[src/rtl/lane_traffic_generator_mk2.sv]
// Scrolling four-lane obstacle source: cars shift toward the player every
// TICK_DIV enabled cycles, one optional spawn per step chosen by an 8-bit LFSR.
module lane_traffic_generator_mk2 #(
  parameter int unsigned TICK_DIV = 25_000_000,
  parameter logic [7:0]  SEED     = 8'hA5
) (
  input  logic       clk,
  input  logic       resetn,
  input  logic       enable,
  input  logic       clear,
  output logic [3:0] lane0,
  output logic [3:0] lane1,
  output logic [3:0] lane2,
  output logic [3:0] lane3,
  output logic       step,
  output logic [7:0] passed
);

  localparam logic [7:0]  SEED_EFF = (SEED == 8'h00) ? 8'h01 : SEED;
  localparam logic [31:0] CNT_LAST = 32'(TICK_DIV - 1);

  logic [31:0] cnt;
  logic [7:0]  lfsr;
  logic [7:0]  lfsr_next;
  logic [3:0]  spawn_onehot;
  logic [2:0]  exits;
  logic [8:0]  passed_sum;
  logic [7:0]  passed_next;

  always_comb begin
    spawn_onehot = '0;
    if (lfsr[2]) spawn_onehot = 4'b0001 << lfsr[1:0];
    lfsr_next   = {1'b0, lfsr[7:1]} ^ (lfsr[0] ? 8'hB8 : 8'h00);
    exits       = {2'b00, lane0[0]} + {2'b00, lane1[0]}
                + {2'b00, lane2[0]} + {2'b00, lane3[0]};
    // Nine-bit sum so the carry marks saturation instead of wrapping.
    passed_sum  = {1'b0, passed} + {6'b000000, exits};
    passed_next = passed_sum[8] ? 8'hFF : passed_sum[7:0];
  end

  always_ff @(posedge clk or negedge resetn) begin
    if (!resetn) begin
      cnt    <= '0;
      lfsr   <= SEED_EFF;
      lane0  <= '0;
      lane1  <= '0;
      lane2  <= '0;
      lane3  <= '0;
      passed <= '0;
      step   <= 1'b0;
    end else if (clear) begin
      cnt    <= '0;
      lfsr   <= SEED_EFF;
      lane0  <= '0;
      lane1  <= '0;
      lane2  <= '0;
      lane3  <= '0;
      passed <= '0;
      step   <= 1'b0;
    end else if (!enable) begin
      step <= 1'b0;
    end else if (cnt != CNT_LAST) begin
      cnt  <= cnt + 32'd1;
      step <= 1'b0;
    end else begin
      cnt    <= '0;
      step   <= 1'b1;
      lane0  <= {spawn_onehot[0], lane0[3:1]};
      lane1  <= {spawn_onehot[1], lane1[3:1]};
      lane2  <= {spawn_onehot[2], lane2[3:1]};
      lane3  <= {spawn_onehot[3], lane3[3:1]};
      passed <= passed_next;
      lfsr   <= lfsr_next;
    end
  end

endmodule

[config.mk]
export PLATFORM = sky130hd
export DESIGN_NAME = lane_traffic_generator_mk2
export DESIGN_NICKNAME = d
export VERILOG_FILES = /design/src/rtl/lane_traffic_generator_mk2.sv
export SDC_FILE = /design/constraint.sdc
export NUM_CORES = 1
export LEC_CHECK = 0
export CORE_ASPECT_RATIO = 2
export CORE_MARGIN = 1
export CORE_UTILIZATION = 31
export DETAILED_ROUTE_END_ITERATION = 16
export DONT_BUFFER_PORTS = 1
export SKIP_LAST_GASP = 1
export SYNTH_ARGS = -nofsm -noshare
export SYNTH_HDL_FRONTEND = slang
export SYNTH_SLANG_ARGS = --single-unit
[constraint.sdc]
create_clock -name clk -period 2.3 [get_ports clk]
set_input_delay 0.345 -clock clk [delete_from_list [all_inputs] [get_ports clk]]
set_output_delay 0.345 -clock clk [all_outputs]
set_load 0.02 [all_outputs]
==> metrics, run 1 <==
residual DRC count=0; number of warnings reported in the yosys synthesis log=0; status=finished, violations left; Max-slew headroom=52.4%; Worst path most repeated cell=fa_2; source of the worst hold timing path=clear; register area=1630 sq um; average via count per standard cell=5.15; number of vias in the routed layout=2630; DRT Pass-1 Iters=4; Avg Cell Area, Syn=9.36 sq um; final core utilization=38.8%; Crit Path Class=reg2reg; number of clock buffers inserted by TritonCTS=9; number of antenna violations at the first check in global routing=0; number of buffers added on ports=0; Critical Path AT=2.62 ns; final count of negative-setup-slack endpoints=3; 1st-iter DRT viols=83; first-pass GRT wire length=12.4 mm; Die Wd=74.3 um; max-cap violation count=0; clock root buffer master=clkbuf_16; leakage power=1.66 nW; Post-synth top cells=dfrtp_1 (61), nand2_1 (60), nor2_1 (46); biggest area consumer among synthesized cells=dfrtp_1; routability congestion estimate=0.888; post-placement cell area=3540 sq um; post-layout instance area=3940 sq um; worst path bufs/invs=2; M1 GR Usage=13.7%; final instance count without filler cells=511; pin slew with the least headroom to its limit=0.706 ns; Post-Syn Area=3240 sq um; worst hold path cell count=1; CTS H-tree depth=3; pin count of the biggest net entering global routing=66; maximum achievable frequency=425 MHz; setup slack, reg-to-reg=-0.05 ns; share of synthesized flip-flops with an asynchronous set or reset=100%; effective utilization at floorplan=31.9%; cells taking the most area after synthesis=dfrtp_1 (47%), nand2_1 (7.0%), xor2_1 (6.8%); clock latency reported for the late side of the worst-skew pair=0.33 ns; clock edge transition at the registers on the reported setup and hold paths=0.05 ns; Final #Nets=380; ys flop type=dfrtp_1; count of boundary I/O pins=29; critical path fanouts, max=3; worst path setup slack after routing=-0.0515 ns; # diodes=0; launch instance of the worst register-to-register path=lane0[0]; Area growth syn-to-layout=21.6%; endpoint of the most critical register-to-register path=passed[3]; net count after synthesis=355; total global-route track usage=15.2%; wire length per cell=15.2 um; count of different cell masters after synthesis=40; vertical die dimension=147 um; FF+latch count, synth=65; Cell Rows=52; GR Util met3=4.00%; floorplan die area=10900 sq um; family with the most delay on the worst path=adder cells; most frequently used cell type in the post-synthesis netlist=dfrtp_1; top-area cell type share of the netlist area=47.1%; final setup TNS=-0.0949 ns; cells along the critical path=fa_1 -> inv_1 -> fa_2 -> inv_2 -> fa_2 -> nand4_1 -> or2_4 -> a21oi_2 -> mux2_4; worst-case hold slack=0.0737 ns; Antenna Violating Nets Remaining=0; Post-Syn Instances=346; type of the most critical hold path=in2reg; required time at the endpoint of the critical path=2.57 ns; period utilisation layout=102%; Largest stage delay, worst path=0.53 ns; failing checks=setup timing; fill cell total of the finished layout=1046; number of hold violations in the final report=0; total stage count of the critical path=9; largest voltage drop on the vdd net=0.407 mV; fraction of final layout cells with drive strength greater than 1=17.8%; Max Clock Skew=0.00739 ns; Sinks on Clock Net=65; sequential share of the synthesized area=50.4%; Slowest cell on crit path=fa_1; Post-Route WL=7.75 mm; final HPWL from detailed placement=5.48 mm; power density cells=629 nW/um^2; met2 Resource Use GR=27.4%; count of flip-flops with a built-in enable after synthesis=0; Crit. End Element=register; core region area=10100 sq um; cell count of the worst reg-to-reg path=9; clock tree from TritonCTS=yes; final critical-path required period=2.35 ns; grt peak-use layer=met2; startpoint type of the worst setup path=register; Placement Setup Slack=-0.111 ns; worst hold endpoint=passed[0]; setup repair after global routing missed its margin=yes; deepest clock path buffer count=2; sum of overflow across all layers after global routing=0; via count of the first global-routing pass=2746; overall power after layout=2.48 mW; area used by multi-input combinational logic=1580 sq um; post-placement cell count=490; max-slew violation count=0
-- logic make-up after synthesis --
group,share of synthesized area [%]
mux,1.39
fa+ha+maj,2.63
buf+inv,2.94
flops,50.4
xor+xnor,8.38
simple gates,27.6
compound gates,6.72
-- cells in the final DEF, fill, tap and decap left out, drive strengths merged, types with 2 or more instances in the layout --
cell     n
a21oi   30
xor2    25
nor2    46
and3     4
buf     27
nand4   18
nor3b    2
and4     4
mux2     4
nand3   10
ha       2
and2     3
nor4     5
inv      8
nand3b   3
nor2b    4
xnor2    6
clkbuf  16
a211o    2
or3      4
nand4b   4
nor3     7
fa       3
nand2   60
dfstp    4
dfrtp   61
o21ai    3
-- how the worst max path moves through the flow --
stage	start	to	slack, ns
2_1_floorplan	lane0[0]	passed[3]	-0.06
3_3_place_gp	lane0[0]	passed[3]	-0.05
3_5_place_dp	lane0[0]	passed[3]	-0.11
4_1_cts	lane0[0]	passed[5]	-0.06
5_1_grt	lane0[0]	passed[2]	-0.18
6_report	lane0[0]	passed[3]	-0.05
-- sequential cells by signal, indices dropped and copies added, names as in the netlist --
name,count
cnt,32
lane0,4
lane1,4
lane2,4
lane3,4
lfsr,8
passed,8
step,1
-- layer usage --
metal  share of wire (%)  up-vias
li1                    -     1229
met1                  35     1305
met2                  55       67
met3                 4.4       29
met4                 5.6        0
met5                   0        -
-- final cells by class --
cell class	instances	area share, %
Multi-Input combinational cell	259	40.1
Timing Repair Buffer	28	6.23
Clock buffer	16	7.15
Sequential cell	65	41.5
Inverter	8	0.763
Tap cell	135	4.29
-- what timing repair did --
action	4_1_cts	5_1_grt
endpoints found under the setup margin	6	10
endpoints found under the hold margin	65	0
buffers inserted	2	1
pin swaps	5	3
gates cloned	0	0
resized for setup	6	6
hold buffers	2	0
-- report_power, final --
| part | total, mW | leakage [nW] | switching [mW] | internal, mW |
|---|---|---|---|---|
| Sequential | 1.15 | 0.892 | 0.00317 | 1.15 |
| Clock | 1.27 | 0.137 | 0.451 | 0.818 |
| Combinational | 0.0564 | 0.627 | 0.0379 | 0.0185 |
| Total | 2.48 | 1.66 | 0.493 | 1.99 |
No activity file was read; power rests on OpenSTA's default activity.
==> inputs of run 2 (changes only) <==
- CORE_UTILIZATION: 31 -> 25
- DONT_BUFFER_PORTS: 1 -> default
- clock period: 2.3 -> 2.68 ns (I/O delays scaled with it)
==> metrics, run 2 (synthesis gave the netlist of run 1 again) <==
clock tree from TritonCTS=yes; Critical Path AT=2.77 ns (+0.15 ns); fraction of power consumed by the clock network=54.0% (+2.8 points); power density cells=556 nW/um^2 (-12%); routability congestion estimate=0.827 (-6.9%); worst path setup slack after routing=0.147 ns (+0.198 ns); number of buffers added on ports=28 (+28); number of hold violations in the final report=0 (unchanged); total global-route track usage=12.8% (-2.4 points); vertical die dimension=163 um (+11%); clock edge transition at the registers on the reported setup and hold paths=0.05 ns (about the same); max-slew violation count=0 (unchanged); final critical-path required period=2.53 ns (+0.182 ns); largest voltage drop on the vdd net=0.343 mV (-16%); number of vias in the routed layout=2645 (+0.57%); critical path fanouts, max=3 (unchanged); share of total power in combinational logic=2.7% (+0.4 points); Antenna Violating Nets Remaining=0 (unchanged); Slowest cell on crit path=fa_1; via count of the first global-routing pass=2653 (-3.4%); # diodes=0 (unchanged); final count of negative-setup-slack endpoints=0 (-3); part of the total power dissipated in sequential elements=43.4% (-3.1 points); area used by multi-input combinational logic=1520 sq um (-3.5%); fraction of final layout cells with drive strength greater than 1=11.8% (-6.1 points); overall power after layout=2.28 mW (-8.1%); max-cap violation count=0 (unchanged); CTS H-tree depth=3 (unchanged); leakage power=1.69 nW (+1.9%); average via count per standard cell=4.89 (-5.0%); fill cell total of the finished layout=1319 (+26%); DRT Pass-1 Iters=4 (unchanged); Area growth syn-to-layout=26.5%; Post-Route WL=7.50 mm (-3.2%); Net Sw Frac=20.5% (+0.62 points); clock root buffer master=clkbuf_16; maximum achievable frequency=395 MHz (-7.2%); final instance count without filler cells=541 (+5.9%); number of antenna violations at the first check in global routing=0 (unchanged); Max Clock Skew=0.00528 ns (-0.00211 ns); clock latency reported for the late side of the worst-skew pair=0.33 ns (about the same); register bank with the most flops=cnt; floorplan die area=13400 sq um (+23%); Crit. End Element=register; net switching power=0.467 mW (-5.2%); Max-slew headroom=48.6% (-3.9 points); core region area=12600 sq um (+24%); startpoint type of the worst setup path=register; sum of overflow across all layers after global routing=0 (unchanged); Placement Setup Slack=0.0780 ns (+0.189 ns); setup repair after global routing missed its margin=no; pin slew with the least headroom to its limit=0.771 ns (+0.0652 ns); wire length per cell=13.9 um (-8.5%); number of hold buffers added after cts=0 (-2); deepest clock path buffer count=2 (unchanged); P_int=1.81 mW (-8.8%); period utilisation layout=94.5% (-7.7 points); Largest stage delay, worst path=0.55 ns (+0.02 ns); Cell Rows=58 (+12%); required time at the endpoint of the critical path=2.91 ns (+0.34 ns); 1st-iter DRT viols=129 (+55%); first-pass GRT wire length=12.8 mm (+3.6%); status=finished, final reports clean; highest-count cells in the layout ignoring fill and taps=dfrtp_1 (61), nand2_1 (60), nor2_1 (46); number of clock buffers inserted by TritonCTS=9 (unchanged); largest registers ranked by flip-flop count=cnt: 32 flops, lfsr: 8 flops, passed: 8 flops; leading cell type in the layout, fill and taps excluded=dfrtp_1; type of the most critical hold path=in2async; final setup TNS=0 ns (+0.0949 ns); Die Wd=82.5 um (+11%); cells along the critical path=fa_1 -> inv_1 -> fa_1 -> inv_1 -> fa_2 -> nand4_1 -> or2_4 -> a311oi_1; Sinks on Clock Net=65 (unchanged); post-placement cell count=524 (+6.9%); count of boundary I/O pins=29 (unchanged); pin count of the biggest net entering global routing=40 (-39%); max FFs per register=32 (unchanged); effective utilization at floorplan=25.6% (-6.3 points); residual DRC count=0 (unchanged); Final #Nets=395 (+3.9%); register area=1630 sq um (about the same); final HPWL from detailed placement=5.38 mm (-1.8%); Crit Path Class=reg2reg
-- run 2: worst max-delay path, delay by kind of cell, from the launching register on --
family / cells / cell delay (ns)
adders and majority gates: 3 / 1.14
and+or+nand+nor: 2 / 0.46
DFF: 1 / 0.42
AOI/OAI and AO/OA: 1 / 0.26
buffers and inverters: 2 / 0.16
-- run 2: final timing paths --
path	start	cells after the start	slack, ns	endpoint
min in group clk	lfsr[7]	2	0.49	lfsr[7]
max	lane0[0]	8	0.15	passed[0]
max reg2reg	lane0[0]	8	0.15	passed[0]
min reg2reg	lfsr[7]	2	0.49	lfsr[7]
max in group asynchronous	resetn	2	1.82	lfsr[2]
min	resetn	1	0.15	lfsr[6]
-- run 2: stage by stage --
stage          hold slack, ns  utilization (%)  area (sq um)
5_1_grt                 0.204             32.4          4100
4_1_cts                 0.163             32.3          4080
2_1_floorplan           0.106                -          3240
3_5_place_dp            0.481             29.9          3770
6_report                0.147             32.4          4100
3_3_place_gp            0.475             29.9          3770
-- run 2: cell type report --
| class | count | area share [%] |
|---|---|---|
| sequential | 65 | 39.8 |
| multi-input combinational | 259 | 37.2 |
| timing repair buffer | 43 | 10.1 |
| clock buffer | 10 | 5.59 |
| tap | 150 | 4.58 |
| clock inverter | 6 | 2.02 |
| inverter | 8 | 0.733 |
-- run 2: metal layers --
| layer | global-route usage, % | vias up | wire [um] |
|---|---|---|---|
| met3 | 3.59 | 14 | 228 |
| li1 | - | 1270 | - |
| met5 | 0 | - | 0 |
| met2 | 21.9 | 52 | 4010 |
| met4 | 6.62 | 0 | 221 |
| met1 | 13.8 | 1309 | 3040 |
-- run 2: timing repair --
action                     CTS  global route
resized for setup            0             2
buffers inserted             0             1
setup endpoints to repair    0             3
-- run 2: power by group through the flow --
| stage | Combinational [mW] | Clock [mW] | Sequential, mW |
|---|---|---|---|
| 6_report | 0.0605 | 1.23 | 0.988 |
| 5_1_grt | 0.0689 | 1.31 | 0.988 |
| 4_1_cts | 0.0624 | 1.27 | 0.988 |
| 3_5_place_dp | 0.0626 | 0 | 1.00 |
| 3_3_place_gp | 0.0617 | 0 | 1.00 |
| 2_1_floorplan | 0.0221 | 0 | 1.00 |
